### config.mk
export PLATFORM = sky130hd
export DESIGN_NAME = ctrl_tx_flat
export DESIGN_NICKNAME = d
export VERILOG_FILES = /design/src/rtl/ctrl_tx_if.sv /design/src/rtl/ctrl_tx.sv /design/src/flat_wrapper.sv
export SDC_FILE = /design/constraint.sdc
export NUM_CORES = 1
export LEC_CHECK = 0
export ABC_CLOCK_PERIOD_IN_PS = 9280
export CORE_ASPECT_RATIO = 0.75
export CORE_MARGIN = 3
export CORE_UTILIZATION = 45
export CTS_CLUSTER_DIAMETER = 40
export DETAILED_ROUTE_END_ITERATION = 12
export GPL_TIMING_DRIVEN = 0
export PLACE_DENSITY = 0.68
export SYNTH_ARGS = -nofsm -noshare
export SYNTH_HDL_FRONTEND = slang
export SYNTH_SLANG_ARGS = --single-unit
### constraint.sdc
create_clock -name clk -period 9.28 [get_ports clk]
set_input_delay 1.856 -clock clk [delete_from_list [all_inputs] [get_ports clk]]
set_output_delay 1.856 -clock clk [all_outputs]
set_load 0.02 [all_outputs]
### src/rtl/ctrl_tx_if.sv
// Control-link transmitter bus: frame request, seven control values, serial line and status.
interface ctrl_tx_if;
  logic       go;
  logic [7:0] a8, a5, a4, blend, delay, feedbk, gain;
  logic       TX;
  logic       busy;
  logic       done;

  modport master (output go, a8, a5, a4, blend, delay, feedbk, gain,
                  input  TX, busy, done);
  modport slave  (input  go, a8, a5, a4, blend, delay, feedbk, gain,
                  output TX, busy, done);
endinterface

### src/rtl/ctrl_tx.sv
// 8N1 frame transmitter for the analog-controls link: SYNC, seven snapshot values, checksum.
module ctrl_tx #(
  parameter int         fCLK = 50_000_000,
  parameter int         BAUD = 115_200,
  parameter logic [7:0] SYNC = 8'hA5,
  parameter int         BITS = 8
) (
  input  logic       clk,
  input  logic       reset,
  ctrl_tx_if.slave   bus
);
  localparam int DIV = fCLK / BAUD;
  localparam int CW  = (DIV > 1) ? $clog2(DIV) : 1;
  localparam logic [CW-1:0] DIV_M1 = CW'(DIV - 1);

  typedef enum logic [1:0] {IDLE, START, DATA, STOP} state_t;

  state_t               state_q, state_d;
  logic [CW-1:0]        baud_q, baud_d;
  logic [2:0]           bit_q, bit_d, bit_nx;
  logic [3:0]           byte_q, byte_d;
  logic                 tx_q, tx_d, busy_q, busy_d, done_q, done_d;
  logic                 load, bit_end;
  logic [8:0][BITS-1:0] frame_q;
  logic [BITS-1:0]      cur_byte, chk_d;

  assign chk_d    = bus.a8 + bus.a5 + bus.a4 + bus.blend + bus.delay + bus.feedbk + bus.gain;
  assign cur_byte = frame_q[byte_q];
  assign bit_end  = (baud_q == DIV_M1);
  assign bit_nx   = bit_q + 3'd1;

  always_comb begin
    state_d = state_q;
    baud_d  = bit_end ? '0 : baud_q + 1'b1;
    bit_d   = bit_q;
    byte_d  = byte_q;
    tx_d    = tx_q;
    busy_d  = busy_q;
    done_d  = 1'b0;
    load    = 1'b0;
    case (state_q)
      IDLE: begin
        baud_d = '0;
        tx_d   = 1'b1;
        busy_d = 1'b0;
        if (bus.go) begin
          load    = 1'b1;
          state_d = START;
          tx_d    = 1'b0;
          busy_d  = 1'b1;
          bit_d   = '0;
          byte_d  = '0;
        end
      end
      START: if (bit_end) begin
        state_d = DATA;
        bit_d   = '0;
        tx_d    = cur_byte[0];
      end
      DATA: if (bit_end) begin
        if (bit_q == 3'd7) begin
          state_d = STOP;
          tx_d    = 1'b1;
        end else begin
          bit_d = bit_nx;
          tx_d  = cur_byte[bit_nx];
        end
      end
      STOP: if (bit_end) begin
        if (byte_q < 4'd8) begin
          state_d = START;
          byte_d  = byte_q + 4'd1;
          tx_d    = 1'b0;
        end else begin
          // Frame end; a go on this same edge restarts with no idle gap.
          done_d  = 1'b1;
          byte_d  = '0;
          bit_d   = '0;
          state_d = bus.go ? START : IDLE;
          tx_d    = ~bus.go;
          busy_d  = bus.go;
          load    = bus.go;
        end
      end
      default: state_d = IDLE;
    endcase
  end

  always_ff @(posedge clk) begin
    if (reset) begin
      state_q <= IDLE;
      baud_q  <= '0;
      bit_q   <= '0;
      byte_q  <= '0;
      tx_q    <= 1'b1;
      busy_q  <= 1'b0;
      done_q  <= 1'b0;
    end else begin
      state_q <= state_d;
      baud_q  <= baud_d;
      bit_q   <= bit_d;
      byte_q  <= byte_d;
      tx_q    <= tx_d;
      busy_q  <= busy_d;
      done_q  <= done_d;
    end
  end

  // Snapshot register: index 0 goes out first.
  always_ff @(posedge clk) begin
    if (load)
      frame_q <= {chk_d, bus.gain, bus.feedbk, bus.delay, bus.blend, bus.a4, bus.a5, bus.a8, SYNC};
  end

  assign bus.TX   = tx_q;
  assign bus.busy = busy_q;
  assign bus.done = done_q;
endmodule

### src/flat_wrapper.sv
// flat-port wrapper written by rule: the top's interface ports become plain ports
module ctrl_tx_flat 
#(
  parameter int         fCLK = 50_000_000,
  parameter int         BAUD = 115_200,
  parameter logic [7:0] SYNC = 8'hA5,
  parameter int         BITS = 8
)
  (clk, reset, bus_go, bus_a8, bus_a5, bus_a4, bus_blend, bus_delay, bus_feedbk, bus_gain, bus_TX, bus_busy, bus_done);
  ctrl_tx_if bus_i ();
  input  logic clk;
  input  logic reset;
  input wire logic [$bits(bus_i.go)-1:0] bus_go;
  input wire logic [$bits(bus_i.a8)-1:0] bus_a8;
  input wire logic [$bits(bus_i.a5)-1:0] bus_a5;
  input wire logic [$bits(bus_i.a4)-1:0] bus_a4;
  input wire logic [$bits(bus_i.blend)-1:0] bus_blend;
  input wire logic [$bits(bus_i.delay)-1:0] bus_delay;
  input wire logic [$bits(bus_i.feedbk)-1:0] bus_feedbk;
  input wire logic [$bits(bus_i.gain)-1:0] bus_gain;
  output wire logic [$bits(bus_i.TX)-1:0] bus_TX;
  output wire logic [$bits(bus_i.busy)-1:0] bus_busy;
  output wire logic [$bits(bus_i.done)-1:0] bus_done;
  assign bus_i.go = bus_go;
  assign bus_i.a8 = bus_a8;
  assign bus_i.a5 = bus_a5;
  assign bus_i.a4 = bus_a4;
  assign bus_i.blend = bus_blend;
  assign bus_i.delay = bus_delay;
  assign bus_i.feedbk = bus_feedbk;
  assign bus_i.gain = bus_gain;
  assign bus_TX = bus_i.TX;
  assign bus_busy = bus_i.busy;
  assign bus_done = bus_i.done;
  ctrl_tx #(.fCLK(fCLK), .BAUD(BAUD), .SYNC(SYNC), .BITS(BITS)) u_core (.clk(clk), .reset(reset), .bus(bus_i));
endmodule
==> summary.md, run 1 <==
| Metric | Value |
|---|---|
| CTS Buf Count | 9 |
| H-tree levels | 3 |
| Asr flop ratio synth | 0 |
| Commonest register cell after synthesis | edfxtp_1 |
| Slowest cell on the critical path | fa_1 |
| Post-Syn Nets | 497 |
| Vias in the first global route | 3,316 |
| Die area | 11,840 um^2 |
| Logic pwr share | 0.389 |
| Clock share of power | 0.209 |
| Synthesized area per cell | 12.25 um^2 |
| Wire per inst | 16.36 um |
| Post-Synthesis Cell Area | 4753 um^2 |
| Standard-cell rows | 31 |
| Final Instance Area | 5864 um^2 |
| Setup Skew | 5.095 ps |
| DP HPWL | 7676 um |
| P_int | 1.019 mW |
| Starting Density | 0.4768 |
| Largest net degree at the start of global routing | 15 |
| N_diodes | 0 |
| CTS max path bufs | 2 |
| Clk slew on worst S/H paths | 60 ps |
| Worst setup SP type | primary input |
| Core Footprint | 9968 um^2 |
| Leak Pwr | 2.228 nW |
| Height of the die | 95.01 um |
| Final core occ | 0.5883 |
| Synth Warn # | 0 |
| Worst hold path class | reg2reg |
| Placed instance area | 5605 um^2 |
| CP top delay family | adder cells |
| Setup Buffers After CTS | 0 |
| Synth area leaders | edfxtp_1 40%, fa_1 13%, dfxtp_1 8.8% |
| Crit path cell chain | clkdlybuf4s50_1, inv_1, fa_1, inv_1, fa_1, fa_1, inv_1, fa_1, inv_1, fa_1, a21oi_1, nor2_1, nor2_1, o21bai_1, a21oi_1, xnor2_1 |
| Cell count after placement | 587 |
| Rel. slew slack | 0.4167 |
| Via density | 5.204 |
| Overall Global Routing Usage | 0.1799 |
| Most common cell after layout, fill and taps aside | edfxtp_1 |
| Number of port buffers | 61 |
| Worst Path Arrival | 5790 ps |
| CTS root buf | clkbuf_16 |
| Max-slew violation count | 0 |
| Setup crit end kind | register |
| Max Clk Rate | 175.4 MHz |
| FF+latch count, synth | 85 |
| Post-layout min period | 5701 ps |
| Commonest cells after routing, fill and taps aside | 64 x edfxtp_1, 61 x clkdlybuf4s50_1, 60 x inv_1, 32 x fa_1, 23 x nor2_1 |
| CTS Sinks | 85 |
| Initial DRC count | 229 |
| Via count | 3,138 |
| Grt total ovfl | 0 |
| ANT nets after route | 0 |
| Share of post-route cells with drive strength above 1 | 0.08280 |
| GPL Wtd Cong | 0.8744 |
| Final worst-path cycle share | 0.6144 |
| DRC Markers | 0 |
| Overall Power | 1.513 mW |
| Post-Syn Instances | 388 |
| Post-synth top area share | 0.4043 |
| First-pass GRT wire length | 16,470 um |
| Peak supply drop | 0.1248 mV |
| Netlist cell types | 48 |
| Switching share of power | 0.3267 |
| Final non-filler cell total | 603 |
| Antenna violations before repair | 0 |
| WL final | 9867 um |
| Post-CTS sizing | 0 |
| Sw power | 0.4943 mW |
| Slew at the pin closest to its max-slew limit | 862.8 ps |
| Worst path required time | 9370 ps |
| Setup TNS Final | 0 ps |
| Sequential share of power | 0.402 |
| Endpoints failing setup | 0 |
| Max-capacitance violation count | 0 |
| CP bufs+invs | 5 |
| Cell area power density | 258.0 nW/um^2 |
| Post-synth EDFFs | 64 |
| CTS tree | yes |
| Post-layout nets | 575 |
| TritonRoute pass-1 iters | 5 |
| CP dominant cell by count | fa_1 |
| RSZ-0062 raised after global routing | false |
| Max FO, Critical Path | 2 |
| CP max stage delay | 540 ps |
| Status | completed |
| Hold-fix buffers, CTS | 0 |
| Part of the Yosys area used for sequential elements | 0.4928 |
| Crit Path Class | in2reg |
| Chip width | 124.7 um |
| P&R area growth vs syn | 23.37% |
| Number of top-level pins | 62 |
| Clock latency on the worst-skew pair | 340 ps |
| Fin. Hold Viols | 0 |
| Post-synth top area cell | edfxtp_1 |
-- metrics by stage --
step / setup WS (ps) / hold slack [ps]
after floorplan: 2215 / 441.1
after global placement: -383.3 / 457.5
after detailed placement: 3208 / 466.0
after CTS: 3570 / 476.4
after global routing: 3278 / 490.7
final: 3579 / 474.4
-- worst min-delay path: stages (launching register included) --
cell      delay (ps)
dfxtp_1          310
nand2b_1          70
a21oi_1           50
-- registers in the layout, summed over array words and instances (netlist names) --
name             flops
u_core.frame_q      64
u_core.bus.busy      1
u_core.byte_q        4
u_core.bus.done      1
u_core.baud_q        9
u_core.bit_q         3
u_core.state_q       2
u_core.bus.TX        1
-- layer usage --
metal  vias to the layer above  GRT usage  part of all wire
met5                         -          0                 0
met4                         0    0.05931             0.015
met3                        14    0.04862             0.063
met2                        93     0.2801              0.45
met1                      1524     0.2473              0.47
li1                       1507          -                 -
-- cells in the mapped netlist (7+ instances only) --
master and number:
dfxtp_1 21, nor3_1 9, nor2_1 23, nand2_1 12, mux2_2 8, o21ai_0 7
edfxtp_1 64, mux2i_1 7, fa_1 32, xnor2_1 17, nor2b_1 8, a21oi_1 22
inv_1 60, nand3_1 9, ha_1 18
-- path summary, 6_finish.rpt --
check                                 from                           end  slack (ps)  cells after the start
max reg2reg  u_core.byte_q[0]$_SDFFE_PP0P_    u_core.bus.TX$_SDFFE_PP1P_        6670                      8
min reg2reg   u_core.bit_q[2]$_SDFFE_PP0P_  u_core.bit_q[2]$_SDFFE_PP0P_         470                      2
min           u_core.bit_q[2]$_SDFFE_PP0P_  u_core.bit_q[2]$_SDFFE_PP0P_         470                      2
max                            bus_gain[2]  u_core.frame_q[71]$_DFFE_PP_        3580                     16
-- final cells by class --
type | instances | area, um^2
Multi-Input combinational cell | 230 | 2137
Clock inverter | 6 | 30.03
Buffer | 12 | 50.05
Timing Repair Buffer | 67 | 681.9
Fill cell | 794 | 4104
Tap cell | 132 | 165.2
Sequential cell | 85 | 2342
Inverter | 61 | 229.0
Clock buffer | 10 | 229.0
-- cells by family (layout without fill, tap and decap cells) --
logic type	Yosys count	count (layout)	synth area share
AO/OA/AOI/OAI	58	58	0.08187
XOR/XNOR	23	23	0.04238
adder cells (fa/ha/maj)	50	50	0.1822
buffers and inverters	73	156	0.05870
flip-flops	85	85	0.4928
multiplexers	20	20	0.05739
AND/OR/NAND/NOR	79	79	0.08476
-- power groups by stage --
stage / Combinational [mW] / Sequential [mW] / Clock [mW]
after floorplan: 0.407 / 0.627 / 0
after detailed placement: 0.592 / 0.616 / 0
after global routing: 0.670 / 0.617 / 0.340
after CTS: 0.597 / 0.608 / 0.324
final: 0.588 / 0.608 / 0.317
after global placement: 0.533 / 0.642 / 0
(Power assumes the default switching activity.)
==> inputs of run 2 (changes only) <==
--- a/config.mk
+++ b/config.mk
@@ -5,14 +5,14 @@
 export SDC_FILE = /design/constraint.sdc
 export NUM_CORES = 1
 export LEC_CHECK = 0
-export ABC_CLOCK_PERIOD_IN_PS = 9280
+export ABC_CLOCK_PERIOD_IN_PS = 4800
 export CORE_ASPECT_RATIO = 0.75
 export CORE_MARGIN = 3
 export CORE_UTILIZATION = 45
 export CTS_CLUSTER_DIAMETER = 40
 export DETAILED_ROUTE_END_ITERATION = 12
 export GPL_TIMING_DRIVEN = 0
-export PLACE_DENSITY = 0.68
+export PLACE_DENSITY = 0.71
 export SYNTH_ARGS = -nofsm -noshare
 export SYNTH_HDL_FRONTEND = slang
 export SYNTH_SLANG_ARGS = --single-unit
==> constraint.sdc (replaced) <==
create_clock -name clk -period 4.8 [get_ports clk]
set_input_delay 0.96 -clock clk [delete_from_list [all_inputs] [get_ports clk]]
set_output_delay 0.96 -clock clk [all_outputs]
set_load 0.02 [all_outputs]
==> run 2 against run 1 <==
Clock skew up 0.74 ps. Via count up 1.5%. Sequential cell count unchanged. Sequential share of layout area down 0.20 points. Wire length up 1.4%. Clock-buffer cell count up 1. Combinational power up 110%. Critical endpoint is now u_core.frame_q[70]$_DFFE_PP_.
==> summary.md, run 2 (same netlist as run 1, synthesis figures left out) <==
| Metric | Value |
|---|---|
| Status | completed |
| Clock latency on the worst-skew pair | 340 ps |
| CTS root buf | clkbuf_16 |
| Vias in the first global route | 3,256 |
| Peak supply drop | 0.2440 mV |
| Clk slew on worst S/H paths | 50 ps |
| Chip width | 124.7 um |
| Final worst slack | 153.7 ps |
| DP HPWL | 7644 um |
| CTS Sinks | 85 |
| Leak Pwr | 2.228 nW |
| Top reg by flops | u_core.frame_q |
| Pre-CTS setup slack | -420.8 ps |
| ANT nets after route | 0 |
| H-tree levels | 3 |
| DRC Markers | 0 |
| Number of port buffers | 61 |
| Commonest cells after routing, fill and taps aside | 64 x edfxtp_1, 61 x clkdlybuf4s50_1, 60 x inv_1, 31 x fa_1, 22 x nor2_1 |
| Worst path required time | 4890 ps |
| Worst setup SP type | primary input |
| Max FO, Critical Path | 2 |
| R2R cell count | 8 |
| Starting Density | 0.4768 |
| Standard-cell rows | 31 |
| Number of top-level pins | 62 |
| CTS tree | yes |
| Rel. slew slack | 0.3762 |
| Max-capacitance violation count | 0 |
| Crit Path Class | in2reg |
| Die area | 11,840 um^2 |
| Endpoints failing setup | 0 |
| Cell area power density | 513.1 nW/um^2 |
| Slew at the pin closest to its max-slew limit | 922.7 ps |
| Core Footprint | 9968 um^2 |
| Initial DRC count | 231 |
| Largest register FFs | 64 |
| Worst hold path class | reg2reg |
| TritonRoute pass-1 iters | 4 |
| Largest net degree at the start of global routing | 22 |
| Seq. cell area | 2342 um^2 |
| Cell count after placement | 584 |
| Grt total ovfl | 0 |
| CTS max path bufs | 2 |
| Setup Skew | 5.835 ps |
| N_diodes | 0 |
| CTS Buf Count | 9 |
| Max Clk Rate | 215.2 MHz |
| Via count | 3,186 |
| P&R area growth vs syn | 24.01% |
| Post-layout min period | 4646 ps |
| GPL Wtd Cong | 0.8706 |
| Worst Path Arrival | 4730 ps |
| Height of the die | 95.01 um |
| Final worst-path cycle share | 0.9680 |
| Overall Power | 3.025 mW |
| Area of the multi-input gates | 2163 um^2 |
| Most common cell after layout, fill and taps aside | edfxtp_1 |
| Fin. Hold Viols | 0 |
| WL final | 10,000 um |
| Antenna violations before repair | 0 |
| Share of post-route cells with drive strength above 1 | 0.08742 |
| Hold-fix buffers, CTS | 0 |
| Via density | 5.301 |
| Fillers | 799 |
| Setup crit end kind | register |
| Hold Crit Depth | 1 |
| First-pass GRT wire length | 16,370 um |
| Max-slew violation count | 0 |
| Top Registers | u_core.frame_q: 64 flops, u_core.baud_q: 9 flops, u_core.byte_q: 4 flops |
| Wire per inst | 16.64 um |
| Post-layout nets | 574 |
| Final non-filler cell total | 601 |
| Overall Global Routing Usage | 0.1810 |
## run 2: layer usage
| layer | track usage | vias to the layer above | share of wire |
|---|---|---|---|
| met5 | 0 | - | 0 |
| met1 | 0.2451 | 1556 | 0.45 |
| li1 | - | 1504 | - |
| met3 | 0.04635 | 11 | 0.066 |
| met4 | 0.06478 | 0 | 0.017 |
| met2 | 0.2860 | 115 | 0.47 |
## run 2: per-stage QoR
step | hold slack (ps) | instance area [um^2] | util | setup TNS (ps)
after CTS | 483.1 | 5873 | 0.5892 | 0
final | 473.9 | 5894 | 0.5913 | 0
after global routing | 520.3 | 5894 | 0.5913 | -24.13
after floorplan | 441.1 | 4758 | - | 0
after global placement | 457.4 | 5534 | 0.5552 | -44540
after detailed placement | 469.5 | 5610 | 0.5628 | -947.1
## run 2: cell type report
class                   instances  share of cell area
flip-flops and latches         85              0.3974
multi-input cells             230              0.3670
repair buffers                 66              0.1180
clock buffers                  11             0.03948
inverters                      61             0.03885
well taps                     132             0.02802
plain buffers                  12            0.008491
clock inverters                 4            0.002760
## run 2: final timing paths
path / from / endpoint / slack [ps]
worst max-delay path: bus_blend[2] / u_core.frame_q[70]$_DFFE_PP_ / 150
worst min-delay path: u_core.baud_q[0]$_SDFF_PP0_ / u_core.baud_q[0]$_SDFF_PP0_ / 470
worst max register to register: u_core.baud_q[0]$_SDFF_PP0_ / u_core.frame_q[30]$_DFFE_PP_ / 2030
worst min register to register: u_core.baud_q[0]$_SDFF_PP0_ / u_core.baud_q[0]$_SDFF_PP0_ / 470
## run 2: worst max-delay path: stages
cell	delay, ps
clkdlybuf4s50_1	480
inv_1	60
fa_1	540
inv_1	60
fa_1	510
fa_1	540
inv_1	50
fa_1	490
inv_1	60
ha_1	280
a21o_1	160
a21oi_2	180
o21bai_1	110
a21oi_2	170
xnor2_1	80
## run 2: where the power goes
part | internal (mW) | switching, mW
logic | 0.576 | 0.673
clock network | 0.341 | 0.257
registers | 1.11 | 0.0677
total | 2.03 | 0.998
## run 2: timing repair
item | in CTS | in global routing
setup buffers | 1 | 1
gates resized for setup | 2 | 4
setup endpoints to repair | 1 | 2
pin swaps | 1 | 5
==> inputs of run 3 (changes only) <==
--- a/config.mk
+++ b/config.mk
@@ -10,9 +10,11 @@
 export CORE_MARGIN = 3
 export CORE_UTILIZATION = 45
 export CTS_CLUSTER_DIAMETER = 40
+export CTS_CLUSTER_SIZE = 10
 export DETAILED_ROUTE_END_ITERATION = 12
 export GPL_TIMING_DRIVEN = 0
 export PLACE_DENSITY = 0.71
+export SETUP_SLACK_MARGIN = 0.15
 export SYNTH_ARGS = -nofsm -noshare
 export SYNTH_HDL_FRONTEND = slang
 export SYNTH_SLANG_ARGS = --single-unit
==> run 3 against run 2 <==
Sequential share of layout area down 0.34 points. Final area grew 0.87%. Power grew 1.5%. Die area did not move. Sequential power hardly changed. Register-to-register slack barely moved. Worst setup slack improved by 150 ps. Highest routed layer unchanged. Clock power about the same. Via count barely moved.
==> summary.md, run 3 (same netlist as run 1, synthesis figures left out) <==
| Metric | Value |
|---|---|
| DRC Markers | 0 |
| CTS Sinks | 85 |
| Core Footprint | 9968 um^2 |
| Worst Path Arrival | 4590 ps |
| Hold_sp | u_core.baud_q[0]$_SDFF_PP0_ |
| Top Registers | u_core.frame_q: 64 flops, u_core.baud_q: 9 flops, u_core.byte_q: 4 flops |
| Clock share of power | 0.195 |
| Largest register FFs | 64 |
| Reg2reg start | u_core.baud_q[0]$_SDFF_PP0_ |
| Die area | 11,840 um^2 |
| Fin. Hold Viols | 0 |
| Rel. slew slack | 0.3783 |
| Chip width | 124.7 um |
| TritonRoute pass-1 iters | 5 |
| Worst setup SP type | primary input |
| Worst hold path class | reg2reg |
| Commonest cells after routing, fill and taps aside | 64 x edfxtp_1, 58 x inv_1, 52 x clkdlybuf4s50_1, 31 x fa_1 |
| Post-layout min period | 4498 ps |
| GPL Wtd Cong | 0.8706 |
| Sequential share of power | 0.384 |
| Final Instance Area | 5946 um^2 |
| Area of the multi-input gates | 2181 um^2 |
| Standard-cell rows | 31 |
| N_diodes | 0 |
| Antenna violations before repair | 0 |
| Initial DRC count | 199 |
| RSZ-0062 raised after global routing | false |
| Setup Skew | 6.234 ps |
| Share of post-route cells with drive strength above 1 | 0.1019 |
| Placed instance area | 5610 um^2 |
| Clock latency on the worst-skew pair | 340 ps |
| Crit Path Class | in2reg |
| Vias in the first global route | 3,276 |
| Setup TNS Final | 0 ps |
| Reg-to-reg slack, setup | 2020 ps |
| Sw power | 1.014 mW |
| Endpoints failing setup | 0 |
| Logic pwr share | 0.422 |
| Overall Global Routing Usage | 0.1817 |
| Worst Setup SP | bus_gain[3] |
| Max FO, Critical Path | 3 |
| Max-slew violation count | 0 |
| Max-capacitance violation count | 0 |
| Top reg by flops | u_core.frame_q |
| Number of port buffers | 61 |
| CTS Buf Count | 9 |
| Wire per inst | 16.73 um |
| H-tree levels | 3 |
| Clk slew on worst S/H paths | 50 ps |
| Peak supply drop | 0.2396 mV |
| Seq. cell area | 2342 um^2 |
| Largest net degree at the start of global routing | 22 |
| Status | completed |
| Most common cell after layout, fill and taps aside | edfxtp_1 |
| Starting Density | 0.4768 |
| Fillers | 792 |
| Number of top-level pins | 62 |
| Slew at the pin closest to its max-slew limit | 919.6 ps |
| CTS tree | yes |
| Cell area power density | 516.1 nW/um^2 |
| Via density | 5.289 |
| Height of the die | 95.01 um |
| First-pass GRT wire length | 16,450 um |
| P&R area growth vs syn | 25.09% |
| P_int | 2.055 mW |
| CTS max path bufs | 2 |
| Leak Pwr | 2.308 nW |
| WL final | 10,090 um |
| Worst path required time | 4890 ps |
| CTS root buf | clkbuf_16 |
| Setup crit end kind | register |
| ANT nets after route | 0 |
| Grt total ovfl | 0 |
| DP HPWL | 7644 um |
| Final worst-path cycle share | 0.9371 |
| Post-layout nets | 576 |
| Max Clk Rate | 222.3 MHz |
| Via count | 3,189 |
| Switching share of power | 0.3303 |
## run 3: cell types whose count changed in the layout (fill, tap and decap cells not counted), sizes merged
cell,delta
clkdlybuf4s50,-9
dlymetal6s2s,+8
buf,+2
dlygate4sd2,+1
## run 3: power by group through the flow
stage               logic (mW)  clock network (mW)  registers, mW
floorplan                0.792                   0           1.19
global placement          1.03                   0           1.21
detailed placement        1.16                   0           1.19
CTS                       1.22               0.612           1.18
global route              1.43               0.639           1.20
finish                    1.29               0.598           1.18
## run 3: path summary, 6_finish.rpt
path / to / depth (start not counted)
setup / recovery: u_core.frame_q[71]$_DFFE_PP_ / 14
hold / removal: u_core.baud_q[0]$_SDFF_PP0_ / 1
setup reg to reg: u_core.frame_q[30]$_DFFE_PP_ / 8
hold reg to reg: u_core.baud_q[0]$_SDFF_PP0_ / 1
## run 3: cell type report
type,instances,share of cell area
sequential,85,0.3939
timing repair buffer,68,0.1227
multi-input combinational,230,0.3668
inverter,61,0.03851
clock buffer,11,0.03914
tap,132,0.02778
clock inverter,4,0.002736
buffer,12,0.008418
## run 3: critical path, stage by stage
cell	delay, ps
clkdlybuf4s50_1	450
fa_1	540
inv_1	50
fa_1	500
fa_1	540
inv_1	50
fa_1	450
ha_1	370
a21oi_2	170
nor2_2	60
nor2_2	110
o21bai_1	100
a21oi_2	150
xnor2_1	70
## run 3: metrics by stage
stage               hold WS [ps]  utilization  total power [mW]  cells  setup slack, ps
floorplan                  441.1            -             1.985    388            293.3
global placement           457.4       0.5552             2.241    581           -691.7
detailed placement         469.5       0.5628             2.353    584           -420.8
CTS                        483.1       0.5909             3.015    602            152.7
global route               520.3       0.5965             3.268    603            133.0
finish                     473.9       0.5965             3.069    603            301.7
## run 3: what timing repair did
action                     in CTS  in global routing
gates resized for setup         4                 16
setup endpoints to repair       2                  3
pin swaps                       7                 11
buffers inserted                3                  1
hold buffers                    0                  0
## run 3: routing by layer
metal  vias to the layer above  track usage  share of wire
met2                       108       0.2855           0.47
met5                         -            0              0
li1                       1508            -              -
met3                        16      0.04975          0.062
met1                      1557       0.2454           0.45
met4                         0      0.06478          0.018
